$ cat src/rtl/cnn_train_sequencer.sv
// Training-run sequencer: forward stages, backprop join, batch/epoch advance.
// Optional stage watchdog with FAULT state enabled by CNN_SEQ_TIMEOUT_EN.
module cnn_train_sequencer #(
    parameter int unsigned NUM_EPOCHS     = 5,
    parameter int unsigned BATCH_SIZE     = 32,
    parameter int unsigned TIMEOUT_CYCLES = 65535
) (
    input  logic       clk,
    input  logic       reset,
    input  logic       start,
    input  logic       conv_done,
    input  logic       pool_done,
    input  logic       fc_done,
    input  logic       conv_bp_done,
    input  logic       pool_bp_done,
    input  logic       fc_bp_done,
    output logic       conv_enable,
    output logic       pool_enable,
    output logic       fc_enable,
    output logic       input_valid,
    output logic       error_latch,
    output logic [3:0] epoch_idx,
    output logic [7:0] batch_idx,
    output logic       busy,
    output logic       run_done,
    output logic       fault
);
    localparam int unsigned EPOCH_W = 4;
    localparam int unsigned BATCH_W = 8;

    if (NUM_EPOCHS < 1 || NUM_EPOCHS > 16 || BATCH_SIZE < 1 || BATCH_SIZE > 256 ||
        TIMEOUT_CYCLES < 1) begin : g_bad_params
        $error("cnn_train_sequencer: illegal parameterisation");
    end

`ifdef CNN_SEQ_TIMEOUT_EN
    typedef enum logic [2:0] {
        S_IDLE, S_CONV, S_POOL, S_FC, S_BP, S_ADV, S_DONE, S_FAULT
    } state_t;
    localparam int unsigned WDOG_W = $clog2(TIMEOUT_CYCLES + 1);
    logic [WDOG_W-1:0] wdog, wdog_next;
`else
    typedef enum logic [2:0] {
        S_IDLE, S_CONV, S_POOL, S_FC, S_BP, S_ADV, S_DONE
    } state_t;
`endif

    state_t               state, state_next;
    logic [EPOCH_W-1:0]   epoch_next;
    logic [BATCH_W-1:0]   batch_next;
    logic [2:0]           bp_flags, bp_flags_next;
    logic                 in_stage;

    // Next-state, counter and backprop-join logic
    always_comb begin
        state_next    = state;
        epoch_next    = epoch_idx;
        batch_next    = batch_idx;
        bp_flags_next = bp_flags;
        in_stage      = (state == S_CONV) || (state == S_POOL) ||
                        (state == S_FC)   || (state == S_BP);
        case (state)
            S_IDLE: if (start) begin
                state_next = S_CONV;
                epoch_next = '0;
                batch_next = '0;
            end
            S_CONV: if (conv_done) state_next = S_POOL;
            S_POOL: if (pool_done) state_next = S_FC;
            S_FC: if (fc_done) begin
                state_next    = S_BP;
                bp_flags_next = '0;
            end
            S_BP: begin
                // Dones sampled this cycle count, so the join can close in one cycle
                bp_flags_next = bp_flags | {conv_bp_done, pool_bp_done, fc_bp_done};
                if (&bp_flags_next) state_next = S_ADV;
            end
            S_ADV: begin
                if (batch_idx < BATCH_W'(BATCH_SIZE - 1)) begin
                    batch_next = batch_idx + BATCH_W'(1);
                    state_next = S_CONV;
                end else begin
                    batch_next = '0;
                    if (epoch_idx < EPOCH_W'(NUM_EPOCHS - 1)) begin
                        epoch_next = epoch_idx + EPOCH_W'(1);
                        state_next = S_CONV;
                    end else begin
                        state_next = S_DONE;
                    end
                end
            end
            S_DONE: if (!start) state_next = S_IDLE;
            default: state_next = state;
        endcase
`ifdef CNN_SEQ_TIMEOUT_EN
        if (in_stage && (wdog >= WDOG_W'(TIMEOUT_CYCLES - 1))) state_next = S_FAULT;
        wdog_next = (in_stage && (state_next == state)) ? wdog + WDOG_W'(1) : '0;
`endif
    end

    // State, counters and outputs, all registered from the next state
    always_ff @(posedge clk) begin
        if (!reset) begin
            state       <= S_IDLE;
            epoch_idx   <= '0;
            batch_idx   <= '0;
            bp_flags    <= '0;
            conv_enable <= 1'b0;
            pool_enable <= 1'b0;
            fc_enable   <= 1'b0;
            input_valid <= 1'b0;
            error_latch <= 1'b0;
            busy        <= 1'b0;
            run_done    <= 1'b0;
        end else begin
            state       <= state_next;
            epoch_idx   <= epoch_next;
            batch_idx   <= batch_next;
            bp_flags    <= bp_flags_next;
            conv_enable <= (state_next == S_CONV);
            pool_enable <= (state_next == S_POOL);
            fc_enable   <= (state_next == S_FC);
            input_valid <= (state_next == S_CONV);
            error_latch <= (state_next == S_BP) && (state != S_BP);
            busy        <= (state_next == S_CONV) || (state_next == S_POOL) ||
                           (state_next == S_FC) || (state_next == S_BP) ||
                           (state_next == S_ADV);
            run_done    <= (state_next == S_DONE);
        end
    end

`ifdef CNN_SEQ_TIMEOUT_EN
    always_ff @(posedge clk) begin
        if (!reset) begin
            wdog  <= '0;
            fault <= 1'b0;
        end else begin
            wdog  <= wdog_next;
            fault <= (state_next == S_FAULT);
        end
    end
`else
    assign fault = 1'b0;
`endif

endmodule

$ cat config.mk
export PLATFORM = sky130hd
export DESIGN_NAME = cnn_train_sequencer
export DESIGN_NICKNAME = d
export VERILOG_FILES = /design/src/rtl/cnn_train_sequencer.sv
export SDC_FILE = /design/constraint.sdc
export NUM_CORES = 1
export LEC_CHECK = 0
export ABC_AREA = 1
export CAP_MARGIN = 5
export CORE_ASPECT_RATIO = 0.9
export CORE_MARGIN = 4
export CORE_UTILIZATION = 47
export CTS_CLUSTER_DIAMETER = 150
export DETAILED_ROUTE_END_ITERATION = 16
export PLACE_DENSITY = 0.78
export SLEW_MARGIN = 10
export SYNTH_ARGS = -nofsm -noshare
export SYNTH_HDL_FRONTEND = slang
export SYNTH_SLANG_ARGS = --single-unit
export TNS_END_PERCENT = 50
$ cat constraint.sdc
create_clock -name clk -period 1.96 [get_ports clk]
set_clock_uncertainty 0.1 [all_clocks]
set_input_delay 0.392 -clock clk [delete_from_list [all_inputs] [get_ports clk]]
set_output_delay 0.392 -clock clk [all_outputs]
set_load 0.05 [all_outputs]
# Word level (Yosys, flattened, before mapping)
# Index checks and enable logic that the tools add are counted.
# op_classes
muxes	18
bitwise	1
n_div	0
n_eq_ne	17
n_shift	0
multipliers	0
add_sub_neg	2
magnitude_cmp	2
reduce_logical	12
# ops
op	count
$mux 3	9
$pmux 3 s7	1
$eq 3x3->1 const B	6
$mux 8	2
$pmux 8 s2	1
$eq 3x2->1 const B	4
$mux 4	3
$add 8x1->8 const B	1
$lt 8x5->1 const B	1
$ne 2x2->1 const B	4
$pmux 4 s2	1
$eq 3x1->1 const B	2
$pmux 3 s2	1
$add 4x1->4 const B	1
$logic_or 1x1->1	4
$lt 4x3->1 const B	1
$reduce_and 2->1	2
$reduce_and 4->1	1
$reduce_bool 2->1	2
$logic_not 3->1	1
$ne 3x3->1 const B	1
$or 3x3->3	1
$reduce_and 3->1	1
$logic_and 1x1->1	1
# word_totals
latch_bits	0
memories	0
elab_cells	62
reg_bits	24
mem_bits_ro	0
ram_bits	0

# Logic depth before layout (Yosys ltp)
# Gate-level depths: netlist of run 1.
# depth
depth_word	9
ltp_mapped	11
depth_no_buf	10

# Worst setup path after synthesis of run 1
# No wires, ideal clock.
# synth_timing
kind	register to register
startpoint	register batch_idx[0]
endpoint	register input_valid
required_ns	1.740
setup_time_ns	0.120
stages_incl_launch_ff	7
arrival_time_ns	1.592
synth_period_minus_slack_ns	1.812
n_path_buf	0
setup_slack_ns	0.148
cell_sequence	dfxtp_1 ha_1 nand4_1 nand3_2 nand3_1 o21ai_0 nor2_1
# synth_via
elab_chain_cells	4
# synth_lines
item	line	source
start: declaration	23	output logic [7:0] batch_idx,
start signal: assignment	119	batch_idx <= batch_next;
$lt 8x5->1	80	if (batch_idx < BATCH_W'(BATCH_SIZE - 1)) begin
$mux 3	80	
$pmux 3 s7	62	case (state)
$eq 3x1->1	124	input_valid <= (state_next == S_CONV);
end signal: assignment	124	
end: declaration	20	output logic input_valid,
# Every way passes these cells.
# A chain may end at the register's enable or synchronous reset.

# Worst setup path after layout of run 1
# layout_timing
startpoint	register fc_enable
endpoint	output port fc_enable
# layout_lines
item	line	source
start: declaration	19	output logic fc_enable,
start signal: assignment	123	fc_enable <= (state_next == S_FC);
# No word-level cell between the ends.

==> results of run 1 <==
power groups by stage:
stage	Sequential, mW	Clock (mW)	Combinational (mW)
2_1_floorplan	0.571	0	0.124
3_3_place_gp	0.533	0	0.218
3_5_place_dp	0.535	0	0.220
4_1_cts	0.523	0.221	0.220
5_1_grt	0.527	0.238	0.240
6_report	0.523	0.210	0.220
sequential cells by signal, summed over array words and instances, names as in the netlist:
signal and flops:
pool_enable 1, fc_enable 1, input_valid 1, bp_flags 3
state 3, run_done 1, batch_idx 8, busy 1
error_latch 1, epoch_idx 4
path summary, 6_finish.rpt:
path / slack, ns / to / cells past startpoint / from
min reg2reg: 0.38 / batch_idx[6] / 2 / batch_idx[6]
max reg2reg: 0.33 / input_valid / 7 / state[1]
min: 0.38 / batch_idx[6] / 2 / batch_idx[6]
max: 0.29 / fc_enable / 1 / fc_enable
repair_timing:
item / 4_1_cts / 5_1_grt
endpoints found under the setup margin: 1 / 0
gates resized for setup: 1 / 0
endpoints found under the hold margin: 0 / 0
placed cells by master, fill, tap and decap left out:
cell / instances
inv_2: 2
nand3_1: 10
nand3_4: 1
nand3b_1: 3
clkbuf_4: 3
nor3_1: 5
o21ai_0: 4
a21oi_1: 12
nand4_1: 4
nand2_2: 2
clkdlybuf4s50_1: 8
o21a_1: 1
buf_4: 21
inv_1: 20
o211ai_1: 1
nor2_1: 24
nor2_2: 6
nand3_2: 1
conb_1: 1
dfxtp_1: 24
dlygate4sd2_1: 1
nand2_1: 31
nand2_4: 1
a21oi_2: 1
ha_1: 2
per-layer routing:
metal  global-route usage, %  routed length [microns]
met1                    22.7                     1130
met3                    4.18                      174
met5                       0                        0
met4                    2.21                       10
met2                    27.5                     1110
cells by family after synthesis:
kind of cell,share of synthesized area [%]
compound gates,9.02
fa+ha+maj,2.17
buf+inv,10.4
flops,41.7
other cells,0.326
simple gates,36.3
area by class of cell:
| type | count | area share (%) |
|---|---|---|
| clock buffers | 3 | 1.59 |
| inverters | 22 | 5.83 |
| multi-input cells | 110 | 38.9 |
| flip-flops and latches | 24 | 33.9 |
| well taps | 27 | 2.39 |
| repair buffers | 30 | 17.4 |
metrics by stage:
stage / utilization [%] / hold slack, ns
after global placement: 61.7 / 0.342
after global routing: 62.6 / 0.402
after detailed placement: 61.7 / 0.359
final: 62.6 / 0.381
after floorplan: - / 0.361
after CTS: 62.6 / 0.381
==> flow_metrics.py, run 1 <==
metrics = {
    "floorplanning": {
        "die_w_microns": 60.2,
        "initial_core_util_pct": 50.9,
        "ios": 29,
        "die_area_sq_um": 3310,
        "chipHeight_microns": 55.0,
        "core_sq_um": 2260,
        "row_count": 16,
    },
    "critical_path": {
        "cp-end-kind": "primary output",
        "path_class": "reg -> out",
        "critPathSlowestCell": "dlygate4sd2_1",
        "crit_path_max_fanout": 1,
        "cp.required_ns": 1.47,
        "crit_chain": "dlygate4sd2_1",
        "critPathTopFamily": "buffers and inverters",
        "cpPeakStageDelay_ns": 0.53,
        "startpoint_type": "register",
        "critical_path_arrival_ns": 1.17,
        "crit_buf_inv": 1,
    },
    "finish": {
        "multiInputGateArea_sq_um": 551,
        "drive_gt1_share_pct": 20.1,
        "antenna_cells_inserted": 0,
        "area_delta_synth_final_pct": 23.0,
        "fill_cells": 212,
        "fin_area_sq_um": 1420,
        "seqCellArea_sq_um": 480,
        "fin_nets": 202,
        "fin_cells": 216,
    },
    "sta": {
        "setup_tns_ns": 0,
        "clock.fmax_ghz": 0.600,
        "finalMaxSlewViolations": 0,
        "min_period_ns": 1.67,
        "final_hold_viol_count": 0,
        "finalCritPeriodShare_pct": 85.0,
        "worst_slack_ns": 0.294,
        "rsz0062_at_grt": "no",
        "setup_viol": 0,
    },
    "detailed_routing": {
        "drtIter0Drc": 50,
        "via_per_inst": 4.96,
        "drt-wirelength-per-cell_microns": 11.2,
        "firstDrtPassIters": 4,
        "routed_wl_microns": 2430,
        "final_antenna_net_count": 0,
        "route.vias.total": 1071,
        "drc": 0,
    },
    "run_status": {
        "status": "completed",
    },
    "synthesis": {
        "ys_warn_count": 0,
        "netlist.area_leader.share_pct": 41.7,
        "yosys-top-cells-count": "nand2_1 (31), dfxtp_1 (24), nor2_1 (24)",
        "synth_cells": 161,
        "synth_ff_type": "dfxtp_1",
        "synth_edf_count": 0,
        "avgSynthCellArea_sq_um": 7.15,
        "yosysMostFrequentCell": "nand2_1",
        "ys_top_cells_by_area": "dfxtp_1 (42%), nand2_1 (10%), nor2_1 (7.8%), inv_1 (6.5%), a21oi_1 (5.2%)",
        "ys_ff_latch": 24,
        "async_flop_share_pct": 0,
        "synth.largest_area_cell": "dfxtp_1",
        "syn_nets": 172,
        "synth_area_sq_um": 1150,
        "yosysUniqueCellTypes": 24,
        "yosysSeqAreaShare_pct": 41.7,
    },
    "clock_tree": {
        "cts_tree": "built",
        "cts_setup_buffers": 0,
        "cts_buffers": 3,
        "cts.reportedPaths.clkPinSlew_ns": 0.13,
        "htreeDepth": 1,
        "root_buffer": "clkbuf_4",
        "cts_sinks": 24,
        "clkLatencyLatePin_ns": 0.31,
        "hold_buffers": 0,
        "clock_path_buffers": 2,
    },
    "pwr": {
        "ir_drop_v": 0.000440,
        "power.leakage_nw": 0.691,
        "power_mw": 0.953,
        "pwr_density_cell_nw_per_um2": 673,
        "p_int_mw": 0.651,
        "p_comb_share_pct": 23.1,
        "clockPowerShare_pct": 22.0,
        "p_sw_mw": 0.302,
        "power_frac_seq_pct": 54.9,
        "swShare_pct": 31.7,
    },
    "placement": {
        "dp_cells": 213,
        "gp_congestion": 0.878,
        "dp_slack_ns": 0.0813,
        "placed_area_sq_um": 1400,
        "io_buffer_count": 27,
        "dp_hpwl_microns": 1950,
    },
    "global_routing": {
        "groute.usage.overall_pct": 16.7,
        "antenna_found_initial": 0,
        "grt_pass1_wl_microns": 4150,
        "grt.overflow.total": 0,
        "grt_max_degree": 13,
        "grt_pass1_vias": 974,
    },
    "run": {
        "maxCapViolCount": 0,
    },
    "hold_path": {
        "hp-class": "reg -> reg",
    },
}
Note: power is estimated with default switching activity, not from simulation.
==> run 2: changes to the inputs <==
==> constraint.sdc (replaced) <==
create_clock -name clk -period 1.6 [get_ports clk]
set_clock_uncertainty 0.1 [all_clocks]
set_input_delay 0.32 -clock clk [delete_from_list [all_inputs] [get_ports clk]]
set_output_delay 0.32 -clock clk [all_outputs]
set_load 0.05 [all_outputs]
==> run 2 against run 1 <==
Effect of this change: final cell count rose by 6.9%; via count grew 7.8%; worst setup slack got worse by 0.15 ns; hold slack gained 0.025 ns; non-clock buffer count up 14; sequential cell count stayed put; first-iteration DRC count down 72%; largest cell class is now buffers.
==> flow_metrics.py, run 2 (synthesis gave the netlist of run 1 again) <==
metrics = {
    "run_status": {
        "status": "completed",
    },
    "hold_path": {
        "hp-class": "reg -> reg",
    },
    "sta": {
        "setup_viol": 0,
        "clock.fmax_ghz": 0.688,
        "setup_tns_ns": 0,
        "min_period_ns": 1.45,
        "timing.hold.ws_ns": 0.406,
        "final_hold_viol_count": 0,
        "finalCritPeriodShare_pct": 90.9,
        "finalMaxSlewViolations": 0,
        "worst_slack_ns": 0.146,
    },
    "finish": {
        "fill_cells": 169,
        "largest_register_ffs": 8,
        "layout_common_cells": "nand2_1 (30), nor2_1 (22), buf_12 (20)",
        "top_register": "batch_idx",
        "reg.largest.list": "batch_idx (8), epoch_idx (4)",
        "antenna_cells_inserted": 0,
        "final_common_cell": "nand2_1",
        "drive_gt1_share_pct": 32.4,
        "fin_nets": 216,
        "area_delta_synth_final_pct": 56.8,
    },
    "clock_tree": {
        "cts_resized": 0,
        "clkLatencyLatePin_ns": 0.31,
        "cts_setup_buffers": 0,
        "root_buffer": "clkbuf_4",
        "cts_tree": "built",
        "hold_buffers": 0,
        "cts.reportedPaths.clkPinSlew_ns": 0.13,
        "clock_path_buffers": 2,
        "htreeDepth": 1,
        "cts_sinks": 24,
        "cts_buffers": 3,
    },
    "placement": {
        "gp_congestion": 0.810,
        "dp_hpwl_microns": 2290,
        "io_buffer_count": 27,
        "dp_slack_ns": -0.165,
    },
    "pwr": {
        "power.leakage_nw": 0.824,
        "pwr_density_cell_nw_per_um2": 722,
        "power_mw": 1.30,
        "ir_drop_v": 0.000741,
    },
    "global_routing": {
        "groute.usage.overall_pct": 20.4,
        "use_met1_pct": 25.4,
        "antenna_found_initial": 0,
        "busiest_layer": "met2",
        "met3_usage_pct": 5.10,
        "grt.overflow.total": 0,
        "grtUsageMet2_pct": 36.0,
        "grt_max_degree": 17,
        "grt_pass1_wl_microns": 5000,
        "grt_pass1_vias": 1122,
    },
    "critical_path": {
        "crit_path_max_fanout": 9,
        "cp.required_ns": 1.75,
        "startpoint_type": "register",
        "critical_path_arrival_ns": 1.61,
        "cpPeakStageDelay_ns": 0.40,
        "path_class": "reg -> reg",
        "critPathSlowestCell": "dfxtp_4",
        "cp-end-kind": "register",
        "crit_buf_inv": 3,
        "crit_chain": "inv_1, nand3_4, inv_1, nand3_2, buf_4, nand3b_1, nand2_1, a21oi_1",
        "critPathTopFamily": "flip-flops",
        "path_common_cell": "inv_1",
    },
    "floorplanning": {
        "ios": 29,
        "core_sq_um": 2260,
        "row_count": 16,
        "die_area_sq_um": 3310,
        "initial_core_util_pct": 50.9,
        "die_w_microns": 60.2,
        "chipHeight_microns": 55.0,
    },
    "detailed_routing": {
        "drt-wirelength-per-cell_microns": 12.6,
        "via_per_inst": 5.00,
        "final_antenna_net_count": 0,
        "firstDrtPassIters": 4,
        "drtIter0Drc": 14,
        "drc": 0,
        "route.vias.total": 1155,
        "routed_wl_microns": 2900,
    },
    "run": {
        "maxCapViolCount": 0,
    },
}
[run 2: final timing paths]
| kind | endpoint | start | slack, ns | depth (start not counted) |
|---|---|---|---|---|
| worst max-delay path | epoch_idx[0] | state[1] | 0.15 | 8 |
| worst max register to register | epoch_idx[0] | state[1] | 0.15 | 8 |
| worst min-delay path | bp_flags[0] | bp_flags[0] | 0.41 | 2 |
| worst min register to register | bp_flags[0] | bp_flags[0] | 0.41 | 2 |
[run 2: worst register-to-register path: cells and delay by family, from the launching register on]
family | cells | cell delay [ns]
AOI/OAI and AO/OA | 1 | 0.14
buffers and inverters | 3 | 0.37
and+or+nand+nor | 4 | 0.39
DFF | 1 | 0.40
[run 2: final cells by class]
class	count	area, sq um	area share [%]
repair buffers	44	601	33.3
inverters	22	82.6	4.57
well taps	27	33.8	1.87
flip-flops and latches	24	492	27.2
clock buffers	4	36.3	2.01
multi-input cells	110	561	31.0
[run 2: through the flow]
stage | cell area (sq um) | utilization, % | instances
final | 1810 | 79.8 | 231
after floorplan | 1150 | - | 161
after global routing | 1810 | 79.8 | 231
after detailed placement | 1750 | 77.4 | 227
after global placement | 1750 | 77.4 | 227
after CTS | 1790 | 79.0 | 231
[run 2: per-layer routing]
layer	up-vias	routed length, microns
met2	32	1490
met4	0	31
li1	595	-
met5	-	0
met3	4	153
met1	524	1230
[run 2: power breakdown]
part | switching (mW) | total (mW) | internal (mW)
Combinational | 0.188 | 0.335 | 0.147
Sequential | 0.0328 | 0.653 | 0.620
Clock | 0.177 | 0.316 | 0.139
==> RTL change: new RTL, config.mk and constraints of run 1 <==
Build with the macro `CNN_SEQ_TIMEOUT_EN` defined.
--- a/src/rtl/cnn_train_sequencer.sv
+++ b/src/rtl/cnn_train_sequencer.sv
@@ -2,2 +2,4 @@
 // Optional stage watchdog with FAULT state enabled by CNN_SEQ_TIMEOUT_EN.
+`define CNN_SEQ_TIMEOUT_EN
+
 module cnn_train_sequencer #(
Check against the original RTL: no difference found for any inputs over 10 cycles, from zero or initial values and one cycle with reset low; that may be too few to reach the edited logic, so the function may still have changed.
==> RTL change against run 1 <==
  * Sequential cell count rose by 17
  * Sequential share of layout area fell by 3.7 points
  * Area after synthesis rose by 81%
  * Combinational power rose by 65%
  * Wire length rose by 80%
  * Via count rose by 67%
  * Fmax fell by 14%
  * Power rose by 100%
  * Setup slack got worse by 270 ps
  * Synthesized cell count rose by 61%
  * Final area rose by 95%
==> RTL change: results (changes against run 1) <==
[clock_tree]
cts_buffers = 5  ; +2
path_clk_slew_ps = 80  ; -50 ps
htreeDepth = 2  ; +1
root_buffer = clkbuf_8
worstSkewPairLatency_ps = 300

[cells_and_area]
fin_nets = 326  ; +61%
final_cell_count_no_fill = 374  ; +73%
syn_to_final_growth_pct = 32.4
drive_gt1_frac = 0.322  ; +0.121
reg_top3 = wdog: 16 flops, batch_idx: 8 flops, epoch_idx: 4 flops
num-fill-cells = 351  ; +66%

[setup_path]
cp_data_arrival_time_ps = 2070  ; +900 ps
r2r_start = batch_idx[7]
worstRegToRegCells = 9  ; +2
crit_fanout = 8  ; +7
rr_endpoint = wdog[1]

[route]
finalWirelength_um = 4370  ; +80%
first_pass_iters = 4  ; unchanged
vias = 1791  ; +67%
drt_iter0_markers = 109  ; +120%

[logic_synthesis]
async_flop_share = 0  ; unchanged
synth_edf_count = 0  ; unchanged
synth.distinct_cells = 31  ; +29%
ys_top_cells_by_count = nand2_1, dfxtp_1, nor2_1
synthTopCellsByArea = dfxtp_1, nand2_1, nor2_4
synthCells = 259  ; +61%
synth_nets = 272  ; +58%
ys_warn_count = 0  ; unchanged
ys_seq_area_frac = 0.394  ; -0.0229

[power]
vdd_drop_max_v = 0.000579  ; +32%
netSwitchingPower_uw = 561  ; +85%
leakage_nw = 1.17  ; +69%

[sta]
finalSetupTns_ps = 0  ; unchanged
tightest_slew_ps = 506
fin_ws_ps = 25.8  ; -268 ps
holdWs_ps = 352  ; -29.0 ps

[global_route]
grt_max_degree = 17  ; +4
grt_pass1_wl_um = 6980  ; +68%
antenna_found_initial = 0  ; unchanged
first_global_vias = 1595  ; +64%
grt.total_usage = 0.157  ; -0.0105

[placement]
routabilityCongestion = 0.847  ; -3.5%
place_ws_ps = -174  ; -255 ps
post-dp-hpwl_um = 3040  ; +56%
dp_cells = 362  ; +70%
portBuffers = 28  ; +3.7%
placed_area_um2 = 2510  ; +80%

[hold_path]
hold_path.class = reg -> reg
min_to = batch_idx[6]

[run_status]
run_status = complete, no violations

[RTL change: cell count changes after synthesis, sizes merged, moves of 2 or more]
cell and delta:
dfxtp +17, ha +2, inv +16, nand2 +17, nand3 +4, nand4 +4
nor2 +22, nor4 +2, o21ai +4, xnor2 +7, xor2 +6
[RTL change: worst max-delay path: stages, from the launching register on]
cell and delay [ps]:
dfxtp_1 330, nor3_1 250, nand2_2 140, a21oi_4 270, nand3_4 110, nand2_2 70, nand2_2 70, nor2_4 250
nand2_8 150, nor2_4 120
[RTL change: power by group through the flow]
| stage | registers (mW) | logic (mW) | clock network, mW |
|---|---|---|---|
| after floorplan | 0.940 | 0.187 | 0 |
| after global placement | 0.893 | 0.328 | 0 |
| after detailed placement | 0.893 | 0.332 | 0 |
| after CTS | 0.874 | 0.334 | 0.701 |
| after global routing | 0.880 | 0.386 | 0.743 |
| final | 0.876 | 0.363 | 0.688 |
[RTL change: kinds of logic (layout without fill, tap and decap cells)]
group                      Yosys count  in the layout  share of synthesized area
and+or+nand+nor                    135            136                      0.369
buffers and inverters               42             96                     0.0902
DFF                                 41             41                      0.394
AOI/OAI and AO/OA                   24             24                     0.0680
xor gates and xnor gates            13             13                     0.0547
adders and majority gates            4              4                     0.0241
[RTL change: metal layers]
metal	global-route usage	wire length, µm	vias to the layer above
met2	0.228	2010	48
met4	0.0641	65	0
met1	0.222	2080	806
li1	-	-	930
met5	0	0	-
met3	0.0369	214	7
[RTL change: how the worst max path moves through the flow]
stage / from / endpoint / depth (start not counted)
floorplan: batch_idx[0] / wdog[2] / 12
global placement: fc_done / wdog[10] / 10
detailed placement: fc_done / wdog[7] / 11
CTS: batch_idx[1] / wdog[8] / 9
global route: batch_idx[7] / wdog[1] / 9
finish: batch_idx[7] / wdog[1] / 9
[RTL change: layout make-up]
cell class,count,area share
Clock buffer,5,0.0250
Clock inverter,3,0.0168
Inverter,38,0.0536
Multi-Input combinational cell,177,0.422
Sequential cell,41,0.302
Timing Repair Buffer,50,0.153
Tap cell,60,0.0272
[RTL change: timing repair]
item,4_1_cts,5_1_grt
hold buffers,0,0
endpoints found under the setup margin,0,19
buffers inserted,0,3
resized for setup,0,27
